## config.mk

```make
export PLATFORM = sky130hd
export DESIGN_NAME = task_10_frame_arbiter
export DESIGN_NICKNAME = d
export VERILOG_FILES = /design/src/rtl/task_10_frame_arbiter.sv
export SDC_FILE = /design/constraint.sdc
export NUM_CORES = 1
export LEC_CHECK = 0
export ABC_AREA = 1
export BUFFER_PORTS_ARGS = -buffer_cell sky130_fd_sc_hd__buf_4
export CAP_MARGIN = 30
export CORE_MARGIN = 2
export CORE_UTILIZATION = 51
export CTS_CLUSTER_DIAMETER = 60
export DETAILED_ROUTE_END_ITERATION = 7
export GPL_ROUTABILITY_DRIVEN = 0
export PLACE_DENSITY = 0.76
export SYNTH_ARGS = -nofsm -noshare
export SYNTH_HDL_FRONTEND = slang
export SYNTH_SLANG_ARGS = --single-unit
```

## constraint.sdc

```tcl
create_clock -name i_clk -period 2.55 [get_ports i_clk]
set_input_delay 0.1275 -clock i_clk [delete_from_list [all_inputs] [get_ports i_clk]]
set_output_delay 0.1275 -clock i_clk [all_outputs]
set_load 0.01 [all_outputs]
```

## src/rtl/task_10_frame_arbiter.sv

```systemverilog
`default_nettype none
// +----------------------------------------------------------------------------+
// | task_10_frame_arbiter                                                      |
// | Round-robin, frame-at-a-time arbiter for the task 10 input buffer port.    |
// | Rev 1.0                                                                    |
// +----------------------------------------------------------------------------+
module task_10_frame_arbiter #(
  parameter int NUM_SRC    = 4,
  parameter int DATA_WIDTH = 8,
  parameter int MAX_WORDS  = 243,
  parameter int LEN_W      = $clog2(MAX_WORDS + 1)
) (
  input  logic                          i_clk,
  input  logic                          i_rst_n,
  input  logic [NUM_SRC-1:0]            i_src_tvalid,
  input  logic [NUM_SRC*DATA_WIDTH-1:0] i_src_tdata,
  input  logic [NUM_SRC-1:0]            i_src_tlast,
  output logic [NUM_SRC-1:0]            o_src_tready,
  output logic                          o_buf_tvalid,
  output logic [DATA_WIDTH-1:0]         o_buf_tdata,
  output logic                          o_buf_tlast,
  input  logic                          i_buf_tready,
  input  logic                          i_output_last,
  output logic [NUM_SRC-1:0]            o_grant,
  output logic                          o_busy,
  output logic                          o_frame_done,
  output logic [LEN_W-1:0]              o_frame_len,
  output logic                          o_overrun
);

  localparam int                IDX_W      = (NUM_SRC > 1) ? $clog2(NUM_SRC) : 1;
  localparam logic [LEN_W-1:0]  C_LAST_CNT = LEN_W'(MAX_WORDS - 1);
  localparam logic [LEN_W-1:0]  C_MAX_LEN  = LEN_W'(MAX_WORDS);
  localparam logic [IDX_W-1:0]  C_LAST_IDX = IDX_W'(NUM_SRC - 1);

  typedef enum logic [1:0] {
    S_IDLE      = 2'd0,
    S_XFER      = 2'd1,
    S_DRAIN     = 2'd2,
    S_WAIT_DONE = 2'd3
  } state_t;

  state_t                  r_state, w_next;
  logic [IDX_W-1:0]        r_g, r_rr_ptr, w_pick, w_idx;
  logic                    w_found;
  logic [NUM_SRC-1:0]      r_grant;
  logic [LEN_W-1:0]        r_cnt, r_frame_len;
  logic                    r_frame_done, r_overrun;
  logic                    w_sel_valid, w_sel_last, w_acc, w_at_max;
  logic [DATA_WIDTH-1:0]   w_sel_data;

  assign w_sel_valid = i_src_tvalid[r_g];
  assign w_sel_last  = i_src_tlast[r_g];
  assign w_sel_data  = i_src_tdata[r_g*DATA_WIDTH +: DATA_WIDTH];
  assign w_at_max    = (r_cnt == C_LAST_CNT);
  assign w_acc       = w_sel_valid & (((r_state == S_XFER) & i_buf_tready) | (r_state == S_DRAIN));

  // First requester at or above the round-robin pointer, wrapping around.
  always_comb begin
    w_found = 1'b0;
    w_pick  = r_rr_ptr;
    w_idx   = '0;
    for (int i = 0; i < NUM_SRC; i++) begin
      w_idx = IDX_W'((int'(r_rr_ptr) + i) % NUM_SRC);
      if (!w_found && i_src_tvalid[w_idx]) begin
        w_found = 1'b1;
        w_pick  = w_idx;
      end
    end
  end

  always_ff @(posedge i_clk or negedge i_rst_n) begin
    if (!i_rst_n) r_state <= S_IDLE;
    else          r_state <= w_next;
  end

  always_comb begin
    w_next       = r_state;
    o_src_tready = '0;
    o_buf_tvalid = 1'b0;
    o_buf_tlast  = 1'b0;
    case (r_state)
      S_IDLE: begin
        if (w_found) w_next = S_XFER;
      end
      S_XFER: begin
        o_src_tready[r_g] = i_buf_tready;
        // The buffer writes on valid alone, so valid must carry ready.
        o_buf_tvalid      = w_sel_valid & i_buf_tready;
        o_buf_tlast       = w_sel_last | w_at_max;
        if (w_acc) begin
          if (w_sel_last)    w_next = S_WAIT_DONE;
          else if (w_at_max) w_next = S_DRAIN;
        end
      end
      S_DRAIN: begin
        o_src_tready[r_g] = 1'b1;
        if (w_acc && w_sel_last) w_next = S_WAIT_DONE;
      end
      S_WAIT_DONE: begin
        if (i_output_last) w_next = S_IDLE;
      end
      default: w_next = S_IDLE;
    endcase
  end

  always_ff @(posedge i_clk or negedge i_rst_n) begin
    if (!i_rst_n) begin
      r_g          <= '0;
      r_rr_ptr     <= '0;
      r_grant      <= '0;
      r_cnt        <= '0;
      r_frame_len  <= '0;
      r_frame_done <= 1'b0;
      r_overrun    <= 1'b0;
    end else begin
      r_frame_done <= 1'b0;
      r_overrun    <= 1'b0;
      case (r_state)
        S_IDLE: begin
          if (w_found) begin
            r_g     <= w_pick;
            r_grant <= {{(NUM_SRC-1){1'b0}}, 1'b1} << w_pick;
          end
        end
        S_XFER: begin
          if (w_acc) begin
            r_cnt <= r_cnt + 1'b1;
            if (w_sel_last) begin
              r_frame_done <= 1'b1;
              r_frame_len  <= r_cnt + 1'b1;
            end else if (w_at_max) begin
              r_overrun   <= 1'b1;
              r_frame_len <= C_MAX_LEN;
            end
          end
        end
        S_DRAIN: begin
          if (w_acc && w_sel_last) r_frame_done <= 1'b1;
        end
        S_WAIT_DONE: begin
          if (i_output_last) begin
            r_rr_ptr <= (r_g == C_LAST_IDX) ? '0 : r_g + 1'b1;
            r_cnt    <= '0;
            r_grant  <= '0;
          end
        end
        default: ;
      endcase
    end
  end

  assign o_buf_tdata  = (r_state != S_IDLE) ? w_sel_data : '0;
  assign o_grant      = r_grant;
  assign o_busy       = (r_state != S_IDLE);
  assign o_frame_done = r_frame_done;
  assign o_frame_len  = r_frame_len;
  assign o_overrun    = r_overrun;

endmodule
`default_nettype wire
```

# ---- Word-level counts from Yosys, hierarchy flattened
# Cells that the tools add are included.
dict set report word_totals {
  register_bits 28
  input_bits 44
  out_inout_bits 29
}
dict set report op_classes {
  n_addsub 5
  order_cmp 6
  n_eq_ne 10
  shifts 2
  muxes 49
  n_bitwise 6
  reduce_logical 19
}
# cell n
set ops {}
lappend ops {{2-to-1 mux 8 bit} 5}
lappend ops {{variable part select 32 x 6 -> 8 bit} 1}
lappend ops {{2-to-1 mux 1 bit} 20}
lappend ops {{2-to-1 mux 2 bit} 10}
lappend ops {{one-hot mux 4 bit (2 select lines)} 2}
lappend ops {{one-hot mux 8 bit (2 select lines)} 1}
lappend ops {{< comparator 2 x 3 -> 1 bit (second input constant)} 5}
lappend ops {{binary-select mux 1 bit (select 2 bit)} 6}
lappend ops {{AND reduction 3 bit} 3}
lappend ops {{adder 8 x 1 -> 8 bit (second input constant)} 1}
lappend ops {{== test 8 bit (second input constant)} 1}
lappend ops {{2-to-1 mux 4 bit} 2}
lappend ops {{one-hot mux 2 bit (4 select lines)} 1}
lappend ops {{nonzero test 2 bit} 4}
lappend ops {{== test 2 bit (second input constant)} 3}
lappend ops {{inequality test 2 bit (second input constant)} 3}
lappend ops {{logical AND 1 bit} 5}
lappend ops {{AND reduction 5 bit} 1}
lappend ops {{adder 2 x 1 -> 2 bit (second input constant)} 2}
lappend ops {{adder 2 bit (second input constant)} 2}
lappend ops {{bitwise AND 4 bit} 1}
lappend ops {{AND reduction 2 bit} 2}
lappend ops {{left shift 1 x 2 -> 4 bit (first input constant)} 1}
lappend ops {{bitwise AND 1 bit} 3}
lappend ops {{9 further kinds} 12}

# ---- Longest topological paths before layout
dict set report logic_depth {
  word_depth 15
  depth_mapped 14
  mapped_depth_nobuf 13
}

# ---- Least setup slack after synthesis
# No wires, ideal clock.
dict set report synth_timing {
  path_type {flip-flop to flip-flop}
  start {register r_state[1]}
  end {register r_state[1]}
  setup_ns 0.117
  t_arrival_ns 1.519
  setup_slack_ns 0.915
  stages_incl_launch_ff 12
  path_buffers 0
  path_cell_list {dfrtp_1 inv_1 ha_1 a21oi_1 inv_2 nand3_2 nand2_1 nand3_1 a21oi_1 nand2_1 nand2_1 nand2_1}
}
dict set report synth_via {
  elab_chain_len 7
}
# element line
set synth_rtl {}
lappend synth_rtl {{start: declaration} 43} ;# state_t r_state, w_next;
lappend synth_rtl {{start signal: assignment} 74} ;# else r_state <= w_next;
lappend synth_rtl {{== test 2 x 1 -> 1 bit} {56, 82}}
lappend synth_rtl {{bitwise AND 1 bit} 56} ;# assign w_acc = w_sel_valid & (((r_state == S_XFER) & i_buf_tready) | (r_state == S_DRAIN));
lappend synth_rtl {{OR 1 bit} 56}
lappend synth_rtl {{bitwise AND 1 bit} 56}
lappend synth_rtl {{logical AND 1 bit} 98} ;# if (w_acc && w_sel_last) w_next = S_WAIT_DONE;
lappend synth_rtl {{inequality test 2 x 1 -> 1 bit (no line)} --}
lappend synth_rtl {{AND reduction 5 bit (no line)} --}
# Several ways; a longest one is shown, not always the timed one.
# A chain may end at the register's enable or synchronous reset.

# ---- Worst setup path after layout
dict set report layout_timing {
  start {register r_g[1]}
  end {register r_state[0]}
}
dict set report layout_via {
  elab_chain_len 6
}
# element line
set layout_rtl {}
lappend layout_rtl {{start: declaration} 44} ;# logic [IDX_W-1:0] r_g, r_rr_ptr, w_pick, w_idx;
lappend layout_rtl {{start signal: assignment} 122} ;# r_g <= w_pick;
lappend layout_rtl {{binary-select mux 1 bit (select 2 bit)} 52} ;# assign w_sel_valid = i_src_tvalid[r_g];
lappend layout_rtl {{2-to-1 mux 1 bit (not written as such)} 52}
lappend layout_rtl {{bitwise AND 1 bit} 56}
lappend layout_rtl {{logical AND 1 bit} 98}
lappend layout_rtl {{inequality test 2 x 1 -> 1 bit (no line)} --}
lappend layout_rtl {{AND reduction 5 bit (no line)} --}
# Several ways; a longest one is shown, not always the timed one. The select of a mux whose other input is x is not followed.

==> metrics.yaml <==
placed_design:
  port_buffers: 72
  place_inst: 445
  hpwl_mm: 4.230
floorplan:
  die_w_um: 70.33
  coreArea_um2: 4294
  dieHeight_um: 70.33
  fp-row-count: 24
  boundaryPins: 73
  start_util_pct: 52.24
  fp.dieArea_um2: 4946
setup_path:
  required_ns: 2.73
  path_buf_inv: 1
  arrival_ns: 2.23
  setup.worst_path.class: "flip-flop to flip-flop"
  crit_path_end_kind: "flip-flop"
  path_common_cell: "nand2_1"
  cp_slowest_stage_delay_ns: 0.63
  critPathLaunchType: "flip-flop"
  crit_chain: "inv_1 > nand3_1 > nand3_2 > nand2_1 > nand3_1 > a21oi_1 > nand2_1 > nand2_1 > nand2_1"
  critPathMaxFanout: 14
  slowest_stage: "dfrtp_1"
  critPathTopFamily: "simple AND/OR/NAND/NOR gates"
cts:
  cts_resized: 0
  clockRootBuffer: "clkbuf_8"
  numCtsBuffers: 3
  hold_buffers: 1
  clock_latency_ns: 0.28
  tritoncts: "yes"
  clkSinkCount: 28
  h-tree-depth: 1
  clockBufferDepth: 2
  cts_setup_buffers: 0
  cts.clk_slew.worst_paths_ns: 0.10
pwr:
  power_frac_seq_pct: 22.8
  comb_power_share_pct: 67.3
  p_int_mw: 1.779
  cellPowerDensity_nw_per_um2: 1251
  power_switching_mw: 1.821
  irDropWorstVdd_v: 0.0006991
  cellLeakagePower_nw: 1.526
  switching_share_pct: 50.59
  clkPwrFrac_pct: 9.9
routing:
  drtIter0Drc: 124
  wire_per_inst_um: 12.43
  wl_mm: 5.594
  drc: 0
  vias_per_cell: 5.118
  ant_nets: 0
  vias: 2303
  first_pass_iters: 5
layout:
  final_cell_mix: "nand2_1, buf_4, nor2_1"
  n_antenna_cell: 0
  mostFrequentLayoutCell: "nand2_1"
  instances_no_fill: 450
  multi_input_area_um2: 1334
  final_nets: 453
  area_growth_pct: 28.28
  drive_above_1_share_pct: 30.15
  regArea_um2: 700.7
  fillers: 389
grt:
  grt_pass1_wl_mm: 9.459
  antenna_found_initial: 0
  use_met3_pct: 5.195
  overflow: 0
  first_global_vias: 2020
  use_met1_pct: 35.50
  grt_max_degree: 29
  met2_usage_pct: 34.59
  top_usage_layer: "met1"
  track_usage_pct: 23.31
logic_synthesis:
  yosysSeqAreaShare_pct: 31.23
  ys_ff_latch: 28
  synth_edf_count: 0
  netlist_instances: 329
  yosys_warnings: 0
  synth.avg_cell_area_um2: 6.819
  synth_cell_type_count: 35
  synth_fp_nets: 383
  async_reset_ff_share_pct: 100.0
  syn_area_um2: 2243
  synth_ff_type: "dfrtp_1"
sta:
  hold_viol_final: 0
  setup_viol: 0
  fin_crit_sh_pct: 80.23
  finalClockSkew_ns: 0.002377
  tightest_slew_ns: 0.4445
  finalMaxSlewViolations: 0
  max_slew_margin_pct: 70.37
  finalSetupTns_ns: 0
  min_period_ns: 2.046
  grt_setup_unrepaired: "no"
  fmax_ghz: 0.4888
status:
  status: "finished clean"
job:
  maxCapViolations: 0
hold_path:
  hp-class: "primary input to flip-flop"
==> power by group through the flow <==
stage,clock [mW],sequential [mW],combinational (mW)
final,0.356,0.821,2.42
after CTS,0.360,0.819,2.44
after detailed placement,0,0.821,2.43
after global placement,0,0.819,2.39
after floorplan,0,0.787,1.79
after global routing,0.373,0.850,2.74
==> worst register-to-register path, stage by stage (launching register included) <==
cell and delay, ns:
dfrtp_1 0.63, inv_1 0.31, nand3_1 0.22, nand3_2 0.15, nand2_1 0.13, nand3_1 0.08, a21oi_1 0.21, nand2_1 0.11
nand2_1 0.07, nand2_1 0.04
==> area by class of cell <==
class                   instances  area share [%]
repair buffers                 75           19.65
clock buffers                   3           1.435
clock inverters                 1           1.043
flip-flops and latches         28           24.35
inverters                      37           4.913
well taps                      52           2.261
multi-input cells             254           46.35
==> per-layer routing <==
| metal | vias to the layer above | part of all wire [%] |
|---|---|---|
| met5 | - | 0 |
| met4 | 0 | 0.59 |
| met3 | 4 | 7.0 |
| met2 | 79 | 44 |
| met1 | 1040 | 48 |
| li1 | 1180 | - |
==> cell usage after synthesis, drive strengths merged (4+ instances only) <==
library cell | count | share of area [%]
a21oi | 15 | 3.5
buf | 8 | 2.7
dfrtp | 28 | 31
ha | 10 | 5.6
inv | 36 | 6.1
nand2 | 102 | 20
nand3 | 31 | 8.4
nor2 | 51 | 9.8
o21ai | 29 | 6.8
xor2 | 4 | 1.6
==> worst paths after layout <==
path / slack, ns / from / to / cells after the start
setup reg to reg: 0.50 / r_g[1] / r_state[0] / 9
hold / removal: 0.25 / i_src_tlast[2] / o_overrun / 6
min in group asynchronous: 0.29 / i_rst_n / o_frame_len[3] / 2
max in group asynchronous: 2.00 / i_rst_n / r_g[1] / 2
setup / recovery: 0.50 / r_g[1] / r_state[0] / 9
hold reg to reg: 0.49 / o_grant[0] / o_grant[0] / 2
==> stage by stage <==
step | worst slack [ns] | power (mW) | hold slack (ns) | cell area (um2) | utilization (%)
global route | 0.2074 | 3.961 | 0.2937 | 2878 | 67.02
CTS | 0.5308 | 3.614 | 0.2594 | 2878 | 67.02
global placement | 0.6234 | 3.208 | 0.06153 | 2796 | 65.12
floorplan | 0.9145 | 2.575 | -0.1681 | 2243 | -
finish | 0.5041 | 3.600 | 0.2537 | 2878 | 67.02
detailed placement | 0.5561 | 3.251 | 0.06187 | 2796 | 65.12
==> sequential cells by signal, indices dropped and copies added, names as in the netlist <==
| name | cells |
|---|---|
| r_g | 2 |
| o_frame_done | 1 |
| o_frame_len | 8 |
| o_overrun | 1 |
| r_cnt | 8 |
| r_rr_ptr | 2 |
| r_state | 2 |
| o_grant | 4 |
==> kinds of logic after synthesis <==
family	count (synthesis)	synth area share (%)
AOI/OAI and AO/OA	50	12.66
xor gates and xnor gates	6	2.342
adders and majority gates	10	5.577
buffers and inverters	47	9.314
DFF	28	31.23
and+or+nand+nor	188	38.87
(Power assumes the default switching activity.)
